### src/rtl/cpu_pkg.sv
// Shared execute-stage definitions: divider state encoding and timing constants
// used by the HI/LO divider, the hazard unit and the divider bench.
package cpu_pkg;

   localparam int WORD_W      = 32;
   localparam int DIV_ITERS   = WORD_W;
   // Edges from the accepting start edge until done is visible: PREP, WORD_W iterations, FIX.
   localparam int DIV_LATENCY = DIV_ITERS + 2;

   typedef enum logic [2:0] {
      IDLE,
      PREP,
      CALC,
      FIX,
      DONE
   } div_state_t;

endpackage

### src/rtl/hilo_div_seq_if.sv
// Request/response bundle between the execute stage and the HI/LO divider.
interface hilo_div_seq_if #(
   parameter int WIDTH = cpu_pkg::WORD_W
);
   logic             start;
   logic             is_signed;
   logic [WIDTH-1:0] dividend;
   logic [WIDTH-1:0] divisor;
   logic             cancel;
   logic             busy;
   logic             done;
   logic [WIDTH-1:0] quotient;
   logic [WIDTH-1:0] remainder;
   logic             div_zero;

   modport master (
      output start, is_signed, dividend, divisor, cancel,
      input  busy, done, quotient, remainder, div_zero
   );

   modport slave (
      input  start, is_signed, dividend, divisor, cancel,
      output busy, done, quotient, remainder, div_zero
   );
endinterface

### src/rtl/hilo_div_seq.sv
// Iterative restoring divider feeding HI (remainder) and LO (quotient) for div/divu.
// Signed operands are divided as magnitudes and the signs are restored at the end.
module hilo_div_seq
   import cpu_pkg::*;
#(
   parameter int WIDTH = WORD_W
) (
   input  logic           clock,
   input  logic           rst_n,
   hilo_div_seq_if.slave  bus
);

   localparam int CNT_W = $clog2(WIDTH + 1);

   div_state_t       state_q, state_d;
   logic             mode_signed_q;
   logic             neg_quo_q;
   logic             neg_rem_q;
   logic [WIDTH-1:0] a_q;
   logic [WIDTH-1:0] b_q;
   logic [WIDTH-1:0] rem_q;
   logic [WIDTH-1:0] dq_q;
   logic [CNT_W-1:0] cnt_q;
   logic [WIDTH-1:0] quo_out_q;
   logic [WIDTH-1:0] rem_out_q;
   logic             dz_out_q;

   logic [WIDTH-1:0] mag_a;
   logic [WIDTH-1:0] mag_b;
   logic [WIDTH:0]   rem_sh;
   logic [WIDTH:0]   trial;
   logic [WIDTH-1:0] rem_step;
   logic [WIDTH-1:0] dq_step;

   // Datapath: operand magnitudes and one restoring shift/subtract step.
   always_comb begin
      mag_a  = (mode_signed_q && a_q[WIDTH-1]) ? -a_q : a_q;
      mag_b  = (mode_signed_q && b_q[WIDTH-1]) ? -b_q : b_q;
      rem_sh = {rem_q, dq_q[WIDTH-1]};
      // One extra bit so an unsigned divisor near 2**WIDTH still yields a valid borrow.
      trial  = rem_sh - {1'b0, b_q};
      if (!trial[WIDTH]) begin
         rem_step = trial[WIDTH-1:0];
         dq_step  = {dq_q[WIDTH-2:0], 1'b1};
      end else begin
         rem_step = rem_sh[WIDTH-1:0];
         dq_step  = {dq_q[WIDTH-2:0], 1'b0};
      end
   end

   always_ff @(posedge clock or negedge rst_n) begin
      if (!rst_n) state_q <= IDLE;
      else        state_q <= state_d;
   end

   always_comb begin
      // NOTE: state_d gets a default before the case so no path leaves it unassigned (no latch).
      state_d = state_q;
      unique case (state_q)
         IDLE: if (bus.start && !bus.cancel) state_d = PREP;
         PREP: begin
            if (bus.cancel)      state_d = IDLE;
            else if (b_q == '0)  state_d = DONE;
            else                 state_d = CALC;
         end
         CALC: begin
            if (bus.cancel)                      state_d = IDLE;
            else if (cnt_q == CNT_W'(WIDTH - 1)) state_d = FIX;
         end
         FIX:  state_d = bus.cancel ? IDLE : DONE;
         DONE: state_d = IDLE;
         default: state_d = IDLE;
      endcase
   end

   // NOTE: sequential state uses non-blocking assignments so every register samples pre-edge values.
   always_ff @(posedge clock or negedge rst_n) begin
      if (!rst_n) begin
         mode_signed_q <= 1'b0;
         neg_quo_q     <= 1'b0;
         neg_rem_q     <= 1'b0;
         a_q           <= '0;
         b_q           <= '0;
         rem_q         <= '0;
         dq_q          <= '0;
         cnt_q         <= '0;
         quo_out_q     <= '0;
         rem_out_q     <= '0;
         dz_out_q      <= 1'b0;
      end else begin
         unique case (state_q)
            IDLE: begin
               if (bus.start && !bus.cancel) begin
                  mode_signed_q <= bus.is_signed;
                  a_q           <= bus.dividend;
                  b_q           <= bus.divisor;
               end
            end
            PREP: begin
               if (!bus.cancel) begin
                  if (b_q == '0) begin
                     quo_out_q <= '1;
                     rem_out_q <= a_q;
                     dz_out_q  <= 1'b1;
                  end else begin
                     neg_quo_q <= mode_signed_q && (a_q[WIDTH-1] ^ b_q[WIDTH-1]);
                     neg_rem_q <= mode_signed_q && a_q[WIDTH-1];
                     b_q       <= mag_b;
                     rem_q     <= '0;
                     dq_q      <= mag_a;
                     cnt_q     <= '0;
                  end
               end
            end
            CALC: begin
               if (!bus.cancel) begin
                  rem_q <= rem_step;
                  dq_q  <= dq_step;
                  cnt_q <= cnt_q + 1'b1;
               end
            end
            FIX: begin
               // The quotient of -2**(WIDTH-1) / -1 wraps back to -2**(WIDTH-1) without help.
               if (!bus.cancel) begin
                  quo_out_q <= neg_quo_q ? -dq_q : dq_q;
                  rem_out_q <= neg_rem_q ? -rem_q : rem_q;
                  dz_out_q  <= 1'b0;
               end
            end
            default: ;
         endcase
      end
   end

   always_comb begin
      bus.busy      = (state_q == PREP) || (state_q == CALC) || (state_q == FIX);
      bus.done      = (state_q == DONE);
      bus.quotient  = quo_out_q;
      bus.remainder = rem_out_q;
      bus.div_zero  = dz_out_q;
   end

endmodule
### src/flat_wrapper.sv
// flat-port wrapper written by rule: the top's interface ports become plain ports
module hilo_div_seq_flat import cpu_pkg::*;
#(
   parameter int WIDTH = WORD_W
)
  (clock, rst_n, bus_start, bus_is_signed, bus_dividend, bus_divisor, bus_cancel, bus_busy, bus_done, bus_quotient, bus_remainder, bus_div_zero);
  hilo_div_seq_if #(.WIDTH(WIDTH)) bus_i ();
  input  logic clock;
  input  logic rst_n;
  input wire logic [$bits(bus_i.start)-1:0] bus_start;
  input wire logic [$bits(bus_i.is_signed)-1:0] bus_is_signed;
  input wire logic [$bits(bus_i.dividend)-1:0] bus_dividend;
  input wire logic [$bits(bus_i.divisor)-1:0] bus_divisor;
  input wire logic [$bits(bus_i.cancel)-1:0] bus_cancel;
  output wire logic [$bits(bus_i.busy)-1:0] bus_busy;
  output wire logic [$bits(bus_i.done)-1:0] bus_done;
  output wire logic [$bits(bus_i.quotient)-1:0] bus_quotient;
  output wire logic [$bits(bus_i.remainder)-1:0] bus_remainder;
  output wire logic [$bits(bus_i.div_zero)-1:0] bus_div_zero;
  assign bus_i.start = bus_start;
  assign bus_i.is_signed = bus_is_signed;
  assign bus_i.dividend = bus_dividend;
  assign bus_i.divisor = bus_divisor;
  assign bus_i.cancel = bus_cancel;
  assign bus_busy = bus_i.busy;
  assign bus_done = bus_i.done;
  assign bus_quotient = bus_i.quotient;
  assign bus_remainder = bus_i.remainder;
  assign bus_div_zero = bus_i.div_zero;
  hilo_div_seq #(.WIDTH(WIDTH)) u_core (.clock(clock), .rst_n(rst_n), .bus(bus_i));
endmodule
### config.mk
export PLATFORM = sky130hd
export DESIGN_NAME = hilo_div_seq_flat
export DESIGN_NICKNAME = d
export VERILOG_FILES = /design/src/rtl/cpu_pkg.sv /design/src/rtl/hilo_div_seq_if.sv /design/src/rtl/hilo_div_seq.sv /design/src/flat_wrapper.sv
export SDC_FILE = /design/constraint.sdc
export NUM_CORES = 1
export LEC_CHECK = 0
export CELL_PAD_IN_SITES_DETAIL_PLACEMENT = 1
export CELL_PAD_IN_SITES_GLOBAL_PLACEMENT = 1
export CORE_MARGIN = 2
export CORE_UTILIZATION = 44
export CTS_BUF_LIST = sky130_fd_sc_hd__clkbuf_16
export DETAILED_ROUTE_END_ITERATION = 10
export GPL_ROUTABILITY_DRIVEN = 0
export PLACE_DENSITY_LB_ADDON = 0.1
export SYNTH_ARGS = -nofsm -noshare
export SYNTH_HDL_FRONTEND = slang
export SYNTH_SLANG_ARGS = --single-unit
### constraint.sdc
create_clock -name clock -period 3.6 [get_ports clock]
set_input_delay 0.72 -clock clock [delete_from_list [all_inputs] [get_ports clock]]
set_output_delay 0.72 -clock clock [all_outputs]
set_load 0.005 [all_outputs]
# ---- Yosys cells after proc, flatten, opt, wreduce, memory -nomap -nowiden
# Index checks and enable logic that the tools add are counted.
dict set report totals {
  register_bits 205
  input_bits 69
  word_cells 93
  out_inout_bits 67
}
dict set report classes {
  bitwise_logic 3
  eq_ne 13
  n_addsub 6
  n_reduce_logical 18
  n_mux 41
}
# operator n
set op_table {}
lappend op_table {{32-bit two-way mux} 20}
lappend op_table {{32-bit case mux with 2 select lines} 5}
lappend op_table {{32-bit negation} 4}
lappend op_table {{33-bit by 32-bit subtractor with 33-bit output} 1}
lappend op_table {{32-bit logical NOT} 1}
lappend op_table {{3-bit two-way mux} 6}
lappend op_table {{6-bit two-way mux} 3}
lappend op_table {{3-bit case mux with 4 select lines} 1}
lappend op_table {{6-bit case mux with 2 select lines} 1}
lappend op_table {{2-bit inequality test, second input constant} 4}
lappend op_table {{4-bit AND reduction} 2}
lappend op_table {{6-bit by 1-bit adder with 6-bit output, second input constant} 1}
lappend op_table {{3-bit by 2-bit == test with 1-bit output, second input constant} 2}
lappend op_table {{6-bit by 5-bit == test with 1-bit output, second input constant} 1}
lappend op_table {{2-bit by 1-bit inequality test with 1-bit output, second input constant} 3}
lappend op_table {{2-bit nonzero test} 3}
lappend op_table {{5-bit AND reduction} 1}
lappend op_table {{1-bit logical AND} 4}
lappend op_table {{1-bit two-way mux} 4}
lappend op_table {{2-bit AND reduction} 2}
lappend op_table {{3-bit by 1-bit == test with 1-bit output, second input constant} 1}
lappend op_table {{3-bit == test, second input constant} 1}
lappend op_table {{3-bit logical NOT} 1}
lappend op_table {{3-bit by 2-bit inequality test with 1-bit output, second input constant} 1}
lappend op_table {{6 further kinds} 8}

# ---- Logic depth before layout (Yosys ltp)
# Gate-level depths: netlist (run 1).
dict set report logic_depth {
  word_depth 5
  ltp_mapped 14
  ltp_nobuf 13
}

# ---- Worst setup path before layout (run 1)
# No wires, ideal clock.
dict set report synth_timing {
  path_type {register to register}
  start {reg u_core.dq_q[31]}
  end {reg u_core.rem_q[30]}
  t_arrival_ns 3.119
  stages_incl_launch_ff 15
  setup_slack_ns 0.355
  required_time_ns 3.474
  period_less_slack_ns 3.245
  path_buffers 1
  setup_time_ns 0.126
  path_cell_list {dfrtp_1 -> inv_1 -> ha_1 -> fa_1 -> nand2b_1 -> a21oi_2 -> o221ai_2 -> a2111oi_2 -> o211ai_1 -> a21oi_2 -> o221ai_2 -> xnor2_4 -> buf_6 -> nor2_1 -> a221o_1}
}
dict set report synth_between {
  elab_chain_cells 4
}
# element line_no
set synth_rtl {}
lappend synth_rtl {{from (decl)} hilo_div_seq.sv:22} ;# logic [WIDTH-1:0] dq_q;
lappend synth_rtl {{from (signal assigned)} hilo_div_seq.sv:110} ;# dq_q <= mag_a;
lappend synth_rtl {{from (signal assigned)} hilo_div_seq.sv:118} ;# dq_q <= dq_step;
lappend synth_rtl {{33-bit by 32-bit subtractor with 33-bit output} hilo_div_seq.sv:41} ;# trial = rem_sh - {1'b0, b_q};
lappend synth_rtl {{32-bit two-way mux} hilo_div_seq.sv:42} ;# if (!trial[WIDTH]) begin
lappend synth_rtl {{32-bit two-way mux} hilo_div_seq.sv:116} ;# if (!bus.cancel) begin
lappend synth_rtl {{32-bit case mux with 2 select lines} hilo_div_seq.sv:91} ;# unique case (state_q)
lappend synth_rtl {{to (signal assigned)} hilo_div_seq.sv:117} ;# rem_q <= rem_step;
lappend synth_rtl {{to (decl)} hilo_div_seq.sv:21} ;# logic [WIDTH-1:0] rem_q;
# No other way between the ends. The select of a mux whose other input is x is not followed.
# A chain may end at the register's enable or synchronous reset.

# ---- Final worst setup path (run 1)
dict set report layout_timing {
  start {reg u_core.b_q[0]}
  end {reg u_core.rem_q[20]}
}
dict set report layout_between {
  elab_chain_cells 4
  elab_cells_between_ends 7
}
# element line_no
set layout_rtl {}
lappend layout_rtl {{from (decl)} hilo_div_seq.sv:20} ;# logic [WIDTH-1:0] b_q;
lappend layout_rtl {{from (signal assigned)} hilo_div_seq.sv:96} ;# b_q <= bus.divisor;
lappend layout_rtl {{from (signal assigned)} hilo_div_seq.sv:108} ;# b_q <= mag_b;
lappend layout_rtl {{33-bit by 32-bit subtractor with 33-bit output} hilo_div_seq.sv:41}
lappend layout_rtl {{32-bit two-way mux} hilo_div_seq.sv:42}
lappend layout_rtl {{32-bit two-way mux} hilo_div_seq.sv:116}
lappend layout_rtl {{32-bit case mux with 2 select lines} hilo_div_seq.sv:91}
# Parallel ways exist; a longest one is shown, timed or not. The select of a mux whose other input is x is not followed.

==> results of run 1 <==
## layer usage
metal,part of all wire,GRT usage
met5,0,0
met4,0.021,0.0559
met3,0.031,0.0292
met2,0.49,0.439
met1,0.45,0.331
## cells by family (layout without fill, tap and decap cells)
group | count (synthesis) | in the layout | synth area share
adders and majority gates | 38 | 38 | 0.0376
AOI/OAI and AO/OA | 467 | 467 | 0.210
buffers and inverters | 143 | 282 | 0.0453
xor gates and xnor gates | 119 | 119 | 0.0827
muxes | 66 | 66 | 0.0548
and+or+nand+nor | 464 | 464 | 0.170
DFF | 205 | 205 | 0.400
## where the power goes
part           total [mW]  switching [mW]  internal [mW]
clock network        2.51            1.04           1.47
logic                3.55            1.80           1.75
registers            3.77           0.790           2.98
total                9.83            3.63           6.20
## timing repair
| item | CTS | global route |
|---|---|---|
| hold buffers | 0 | 0 |
| buffers inserted | 0 | 7 |
| endpoints found under the setup margin | 0 | 33 |
| gates resized for setup | 0 | 11 |
## placed cells by master (no fill, tap or decap), drive strengths merged, types with 11 or more instances in the layout
cell type and instances:
nand2b 14, nand2 151, o21ai 160, xor2 79, or3 19, o22ai 19
clkdlybuf4s50 134, o31ai 26, mux2i 32, mux2 34, a21oi 190, nor3 73
dfrtp 205, inv 57, nor2 116, xnor2 40, nand3 36, buf 47
clkbuf 28, or4 11, nor4 11, ha 37
## sequential cells by signal, indices dropped and copies added, names as in the netlist
name and cells:
u_core.bus.quotient 32, u_core.neg_rem_q 1, u_core.b_q 32, u_core.dq_q 32
u_core.neg_quo_q 1, u_core.state_q 3, u_core.cnt_q 6, u_core.rem_q 32
u_core.a_q 32, u_core.bus.remainder 32, u_core.mode_signed_q 1, u_core.bus.div_zero 1
## worst paths after layout
kind | startpoint | endpoint | slack, ps
max | u_core.b_q[0] | u_core.rem_q[20] | 70
min | rst_n | u_core.bus.quotient[5] | 250
max reg2reg | u_core.b_q[0] | u_core.rem_q[20] | 70
min reg2reg | u_core.bus.remainder[28] | u_core.bus.remainder[28] | 490
max in group asynchronous | rst_n | u_core.rem_q[21] | 2520
min in group clock | u_core.bus.remainder[28] | u_core.bus.remainder[28] | 490
## worst max-delay path, delay by kind of cell, from the launching register on
kind / cells / cell delay, ps
AND/OR/NAND/NOR: 1 / 160
multiplexers: 1 / 200
buffers and inverters: 2 / 330
AO/OA/AOI/OAI: 7 / 1480
flip-flops: 1 / 430
XOR/XNOR: 1 / 210
adder cells (fa/ha/maj): 2 / 580
## through the flow
stage | hold WS (ps) | setup TNS [ps] | worst slack [ps] | utilization
floorplan | 424 | 0 | 355 | -
global placement | 463 | 0 | 175 | 0.511
detailed placement | 476 | 0 | 57.0 | 0.511
CTS | 278 | 0 | 33.8 | 0.539
global route | 304 | -1300 | -66.5 | 0.545
finish | 254 | 0 | 67.9 | 0.545
## final cells by class
type / count / area (sq um)
timing repair buffer: 184 / 1820
sequential: 205 / 5130
fill: 3333 / 13100
tap: 384 / 480
multi-input combinational: 1154 / 7220
inverter: 53 / 199
clock buffer: 25 / 626
clock inverter: 20 / 175
==> reports/results.ini, run 1 <==
[status]
status=finished, final reports clean

[setup_path]
cp_max_fo=7
path_common_cell=a21oi_2
crit_path_max_incr_delay_ps=450
arrival_ps=3920
critPathLaunchType=register
crit_slowest_cell=a2111oi_4
required_ps=3990
worst_setup_path_end_kind=register
criticalPathCategory=reg2reg
path_cells=ha_1, fa_2, nand2b_4, a21oi_2, o221ai_2, a2111oi_4, o211ai_1, a21oi_2, o221ai_4, xnor2_4, buf_6, clkbuf_16, mux2i_1, o21ai_0
ff2ff_path_depth=14

[yosys]
ys_seq_area_frac=0.400
ys.flop_type=dfrtp_1
synth.yosys.warnings=0
synthDistinctLibCells=67
synth_common_cells=dfrtp_1 (205), a21oi_1 (186), nand2_1 (151)
synth_edf_count=0
synth-seq-cells=205
synth_largest_area_cell=dfrtp_1
async_flop_share=1.00
synth.avg_cell_area_sq_um=8.54
synth_top_area_frac=0.400
synthCells=1502
ys_top_cells_by_area=dfrtp_1 (40%), a21oi_1 (7.3%), xor2_1 (5.4%), o21ai_0 (5.1%), nand2_1 (4.4%)
netlist_area_sq_um=12800
synth.most_common_cell=dfrtp_1
syn_nets=1609

[clocking]
cts_sinks=205
htree_num_levels=1
cts_buffers=25
clk_latency_ps=530
cts_root_buf=clkbuf_16
cts_tree=yes
cts.clk_slew.worst_paths_ps=60
clk_path_buf_depth=3

[global_route]
grt.total_usage=0.250
grt_start_max_net_pins=93
grt_overflow=0
grt_pass1_vias=11700
grt_pass1_wl_microns=62500
antenna_found_initial=0

[final_layout]
finalNetCount=1730
fin_cells=2025
diodes=0
drive_above_1_share=0.102
syn2layout_area_growth_pct=21.9
final_area_sq_um=15600

[sta]
worstMarginPinSlew_ps=875
finalClockSkew_ps=12.0
hold_violations=0
finalCritPeriodShare=0.981
slew_headroom=0.412
max_freq_mhz=283
slew_viol_final=0
period_minus_slack_ps=3530
setup_viol=0

[drt]
ant_nets=0
drtIter0Drc=499
totalWireLength_microns=39100
vias=11500
drc=0
via_per_inst=5.67
firstDrtPassIters=4
wl_per_cell_microns=19.3

[floorplan]
fp.dieW_microns=175
start_util=0.447
io_pins=136
die_area_sq_um=30500
core_area_sq_um=28700
rows=62
die_y_microns=175

[placed_design]
dp_hpwl_microns=28100
place_area_sq_um=14700
place.port_buffers=135
placedCellCount=1970

[power_and_ir_drop]
vdd_drop_max_mv=0.341
leakagePower_nw=6.53
power_density_nw_per_um2=628
p_total_mw=9.83

[job]
drv_cap=0

[min_path]
min_path_type=in2async

Note: power is estimated with default switching activity, not from simulation.
==> run 2: changes to the inputs <==
--- a/config.mk
+++ b/config.mk
@@ -13,6 +13,7 @@
 export DETAILED_ROUTE_END_ITERATION = 10
 export GPL_ROUTABILITY_DRIVEN = 0
 export PLACE_DENSITY_LB_ADDON = 0.1
+export REMOVE_ABC_BUFFERS = 1
 export SYNTH_ARGS = -nofsm -noshare
 export SYNTH_HDL_FRONTEND = slang
 export SYNTH_SLANG_ARGS = --single-unit
==> run 2 against run 1 <==
  * Cell count fell by 0.20%
  * Clock-buffer cell count did not move
  * Worst setup slack improved by 36 ps
  * Critical path depth rose by 1
  * First-iteration DRC count rose by 7.8%
  * Final area barely moved
  * Worst hold slack got worse by 50 ps
  * Non-clock buffer count fell by 4
  * Clock power barely moved
  * Critical path type unchanged
==> reports/results.ini, run 2 (same netlist as run 1, synthesis figures left out) <==
[sta]
setup_viol=0
period_minus_slack_ps=3500
hold_violations=0
slew_viol_final=0
worstMarginPinSlew_ps=1130
finalCritPeriodShare=0.971
setup-tns-final_ps=0
max_freq_mhz=286
finalClockSkew_ps=8.54
slew_headroom=0.244

[global_route]
grt_overflow=0
grt_start_max_net_pins=73
grt_pass1_vias=11900
grt.total_usage=0.250
antenna_found_initial=0
grt_pass1_wl_microns=62700

[setup_path]
worst_setup_path_end_kind=register
ff2ff_path_depth=15
r2r_start=u_core.dq_q[31]
critPathLaunchType=register
reg2reg_to=u_core.rem_q[22]
cp_top_family=compound AO/OA/AOI/OAI gates
criticalPathCategory=reg2reg
crit_path_max_incr_delay_ps=420
worst-path-buf-inv=3
r2r_setup_slack_ps=100
path_common_cell=o221ai_4
path_cells=inv_1, ha_2, fa_2, nand2b_4, a21oi_4, o221ai_4, a2111oi_4, o211ai_1, a21oi_2, o221ai_4, xnor2_4, buf_6, clkbuf_16, mux2i_1, o21ai_0
required_ps=3980
crit_slowest_cell=a2111oi_4
cp_max_fo=7
arrival_ps=3870

[drt]
wl_per_cell_microns=19.4
drc=0
ant_nets=0
vias=11600
drtIter0Drc=538
via_per_inst=5.74
totalWireLength_microns=39200
firstDrtPassIters=5

[placed_design]
dp_hpwl_microns=28200
place_area_sq_um=14600
place.port_buffers=135
placedCellCount=1968

[clocking]
clk_latency_ps=520
cts_sinks=205
cts_root_buf=clkbuf_16
cts.clk_slew.worst_paths_ps=60
htree_num_levels=1
cts_buffers=25
cts_tree=yes
clk_path_buf_depth=3

[floorplan]
start_util=0.447
core_area_sq_um=28700
rows=62
fp.dieW_microns=175
die_y_microns=175
io_pins=136
die_area_sq_um=30500

[min_path]
min_path_type=in2async

[final_layout]
fin_cells=2021
drive_above_1_share=0.101
final_area_sq_um=15600
finalNetCount=1726
most-common-layout-cells=dfrtp_1 (205), a21oi_1 (186), nand2_1 (151), clkdlybuf4s50_1 (134), o21ai_0 (131)
syn2layout_area_growth_pct=21.9
final_common_cell=dfrtp_1
final_core_util=0.545
fillers=3342
diodes=0

[status]
status=finished, final reports clean

[power_and_ir_drop]
vdd_drop_max_mv=0.306
leakagePower_nw=6.52
power_density_nw_per_um2=628
p_total_mw=9.83

[job]
drv_cap=0

[run 2: cell count changes in the layout (fill, tap and decap cells not counted), moves of 2 or more]
| cell | delta |
|---|---|
| buf_4 | -2 |
| mux2i_1 | -2 |
| clkinv_1 | +2 |
| clkinvlp_4 | -3 |
| inv_1 | -2 |
| clkinv_2 | +2 |
[run 2: worst max path at each step]
stage	from	endpoint	slack, ps	depth (start not counted)
2_1_floorplan	u_core.state_q[2]	u_core.bus.quotient[24]	-2410	7
3_3_place_gp	u_core.dq_q[31]	u_core.rem_q[8]	140	14
3_5_place_dp	u_core.dq_q[31]	u_core.rem_q[1]	-30	14
4_1_cts	u_core.dq_q[31]	u_core.rem_q[1]	-2	14
5_1_grt	u_core.dq_q[31]	u_core.rem_q[22]	-90	15
6_report	u_core.dq_q[31]	u_core.rem_q[22]	100	15
[run 2: layout make-up]
class | instances | area (sq um) | area share
inverters | 53 | 199 | 0.0127
multi-input cells | 1154 | 7260 | 0.464
flip-flops and latches | 205 | 5130 | 0.328
well taps | 384 | 480 | 0.0307
clock inverters | 20 | 171 | 0.0110
clock buffers | 25 | 626 | 0.0400
repair buffers | 180 | 1770 | 0.113
[run 2: timing repair]
item | 4_1_cts | 5_1_grt
endpoints found under the setup margin | 19 | 45
pin swaps | 0 | 7
gates resized for setup | 1 | 15
buffers inserted | 0 | 5
hold buffers | 0 | 0
cloned | 0 | 3
[run 2: per-stage QoR]
step,hold WS (ps),setup slack [ps]
CTS,213,-1.78
detailed placement,474,-29.5
global placement,463,139
global route,230,-88.4
floorplan,424,-2410
finish,203,104
[run 2: report_power, final]
group | leakage [nW] | internal, mW | total [mW] | switching [mW]
logic | 3.60 | 1.76 | 3.57 | 1.82
registers | 2.52 | 2.98 | 3.77 | 0.793
clock network | 0.404 | 1.47 | 2.49 | 1.01
[run 2: per-layer routing]
layer | up-vias | part of all wire | GRT usage
met5 | - | 0 | 0
met4 | 0 | 0.027 | 0.0698
met3 | 62 | 0.038 | 0.0318
met2 | 215 | 0.49 | 0.433
met1 | 5746 | 0.45 | 0.330
li1 | 5585 | - | -
==> run 3: changes to the inputs <==
--- a/config.mk
+++ b/config.mk
@@ -14,6 +14,7 @@
 export GPL_ROUTABILITY_DRIVEN = 0
 export PLACE_DENSITY_LB_ADDON = 0.1
 export REMOVE_ABC_BUFFERS = 1
+export SETUP_SLACK_MARGIN = 0.2
 export SYNTH_ARGS = -nofsm -noshare
 export SYNTH_HDL_FRONTEND = slang
 export SYNTH_SLANG_ARGS = --single-unit
==> run 3 against run 2 <==
  * Sequential share of layout area is 0.30 points lower
  * Final area is 0.97% higher
  * Global-route usage is 0.28 points higher
  * Clock power hardly changed
  * Cell count is 0.15% higher
  * Worst setup slack better by 160 ps
  * Critical path type unchanged
  * Critical endpoint is now u_core.rem_q[8]
==> reports/results.ini, run 3 (same netlist as run 1, synthesis figures left out) <==
[status]
status=finished, final reports clean

[setup_path]
required_ps=3980
crit_start=u_core.b_q[0]
worst_setup_path_end_kind=register
cp_max_fo=8
criticalPathCategory=reg2reg
r2r_start=u_core.b_q[0]
critPathLaunchType=register
arrival_ps=3720

[placed_design]
dp_hpwl_microns=28200
place_area_sq_um=14600
placedCellCount=1968
place.port_buffers=135
place_ws_ps=-29.5

[clocking]
cts_tree=yes
clk_path_buf_depth=3
clk_latency_ps=520
cts.clk_slew.worst_paths_ps=60
cts_sinks=205
cts_buffers=25
hold_buffers=0
cts_root_buf=clkbuf_16
htree_num_levels=1

[global_route]
grt.total_usage=0.253
grt_pass1_wl_microns=63200
grt_start_max_net_pins=73
grt_pass1_vias=11900
grt_overflow=0
antenna_found_initial=0

[final_layout]
drive_above_1_share=0.113
fin_cells=2024
diodes=0
most-common-layout-cells=dfrtp_1 (203), a21oi_1 (186), nand2_1 (150), clkdlybuf4s50_1 (134), o21ai_0 (129)
final_area_sq_um=15800
final_common_cell=dfrtp_1
finalNetCount=1729
syn2layout_area_growth_pct=23.1

[floorplan]
die_y_microns=175
io_pins=136
rows=62
fp.dieW_microns=175
start_util=0.447
die_area_sq_um=30500
core_area_sq_um=28700

[sta]
period_minus_slack_ps=3340
finalCritPeriodShare=0.927
grt_setup_unrepaired=yes
finalClockSkew_ps=9.79
worstMarginPinSlew_ps=1060
slew_headroom=0.286
hold_violations=0
setup_ws_ps=261
slew_viol_final=0
max_freq_mhz=299
setup_viol=0

[power_and_ir_drop]
power_density_nw_per_um2=626
leakagePower_nw=6.56
vdd_drop_max_mv=0.308

[drt]
drtIter0Drc=477
via_per_inst=5.73
ant_nets=0
vias=11600
drc=0
totalWireLength_microns=39700
firstDrtPassIters=5
wl_per_cell_microns=19.6

[min_path]
min_path_type=in2async

[job]
drv_cap=0

[run 3: cell types whose count changed in the layout (fill, tap and decap cells not counted), sizes merged]
| cell | delta |
|---|---|
| buf | +3 |
| clkinv | +1 |
| inv | -1 |
[run 3: cell type report]
| class | count | area, sq um |
|---|---|---|
| Clock inverter | 20 | 171 |
| Fill cell | 3312 | 12900 |
| Multi-Input combinational cell | 1154 | 7330 |
| Sequential cell | 205 | 5130 |
| Timing Repair Buffer | 183 | 1860 |
| Tap cell | 384 | 480 |
| Clock buffer | 25 | 626 |
| Inverter | 53 | 200 |
[run 3: final timing paths]
path	endpoint	cells after the start	slack, ps
hold / removal	u_core.bus.quotient[2]	1	200
setup reg to reg	u_core.rem_q[8]	14	260
min in group clock	u_core.bus.remainder[4]	2	500
setup / recovery	u_core.rem_q[8]	14	260
hold reg to reg	u_core.bus.remainder[4]	2	500
max in group asynchronous	u_core.bus.quotient[27]	2	2510
[run 3: metal layers]
metal	wire (microns)	GRT usage
met3	1340	0.0307
met4	1090	0.0691
met2	19500	0.443
met1	17800	0.331
met5	0	0
[run 3: worst max-delay path: stages, from the launching register on]
cell and delay [ps]:
dfrtp_1 430, ha_4 180, fa_2 330, nand2b_4 160
a21oi_4 160, o221ai_4 150, a2111oi_4 370, o211ai_1 190
a21oi_2 250, o221ai_4 150, xnor2_4 180, buf_6 160
buf_12 150, mux2i_2 210, o21ai_1 100
[run 3: power breakdown]
| part | switching, mW | internal [mW] |
|---|---|---|
| sequential | 0.801 | 2.98 |
| clock | 1.01 | 1.47 |
| combinational | 1.84 | 1.78 |
[run 3: stage by stage]
stage	hold WS, ps	power [mW]	utilization	TNS [ps]
after floorplan	424	5.68	-	-195420
after global placement	463	7.12	0.510	0
after detailed placement	474	7.31	0.510	-88.1
after CTS	213	9.91	0.544	0
after global routing	230	10.6	0.550	0
final	205	9.88	0.550	0
[run 3: timing repair]
action | in CTS | in global routing
endpoints found under the hold margin | 0 | 0
resized for setup | 15 | 33
pin swaps | 7 | 9
gates cloned | 2 | 2
buffers inserted | 6 | 1
setup endpoints to repair | 80 | 132
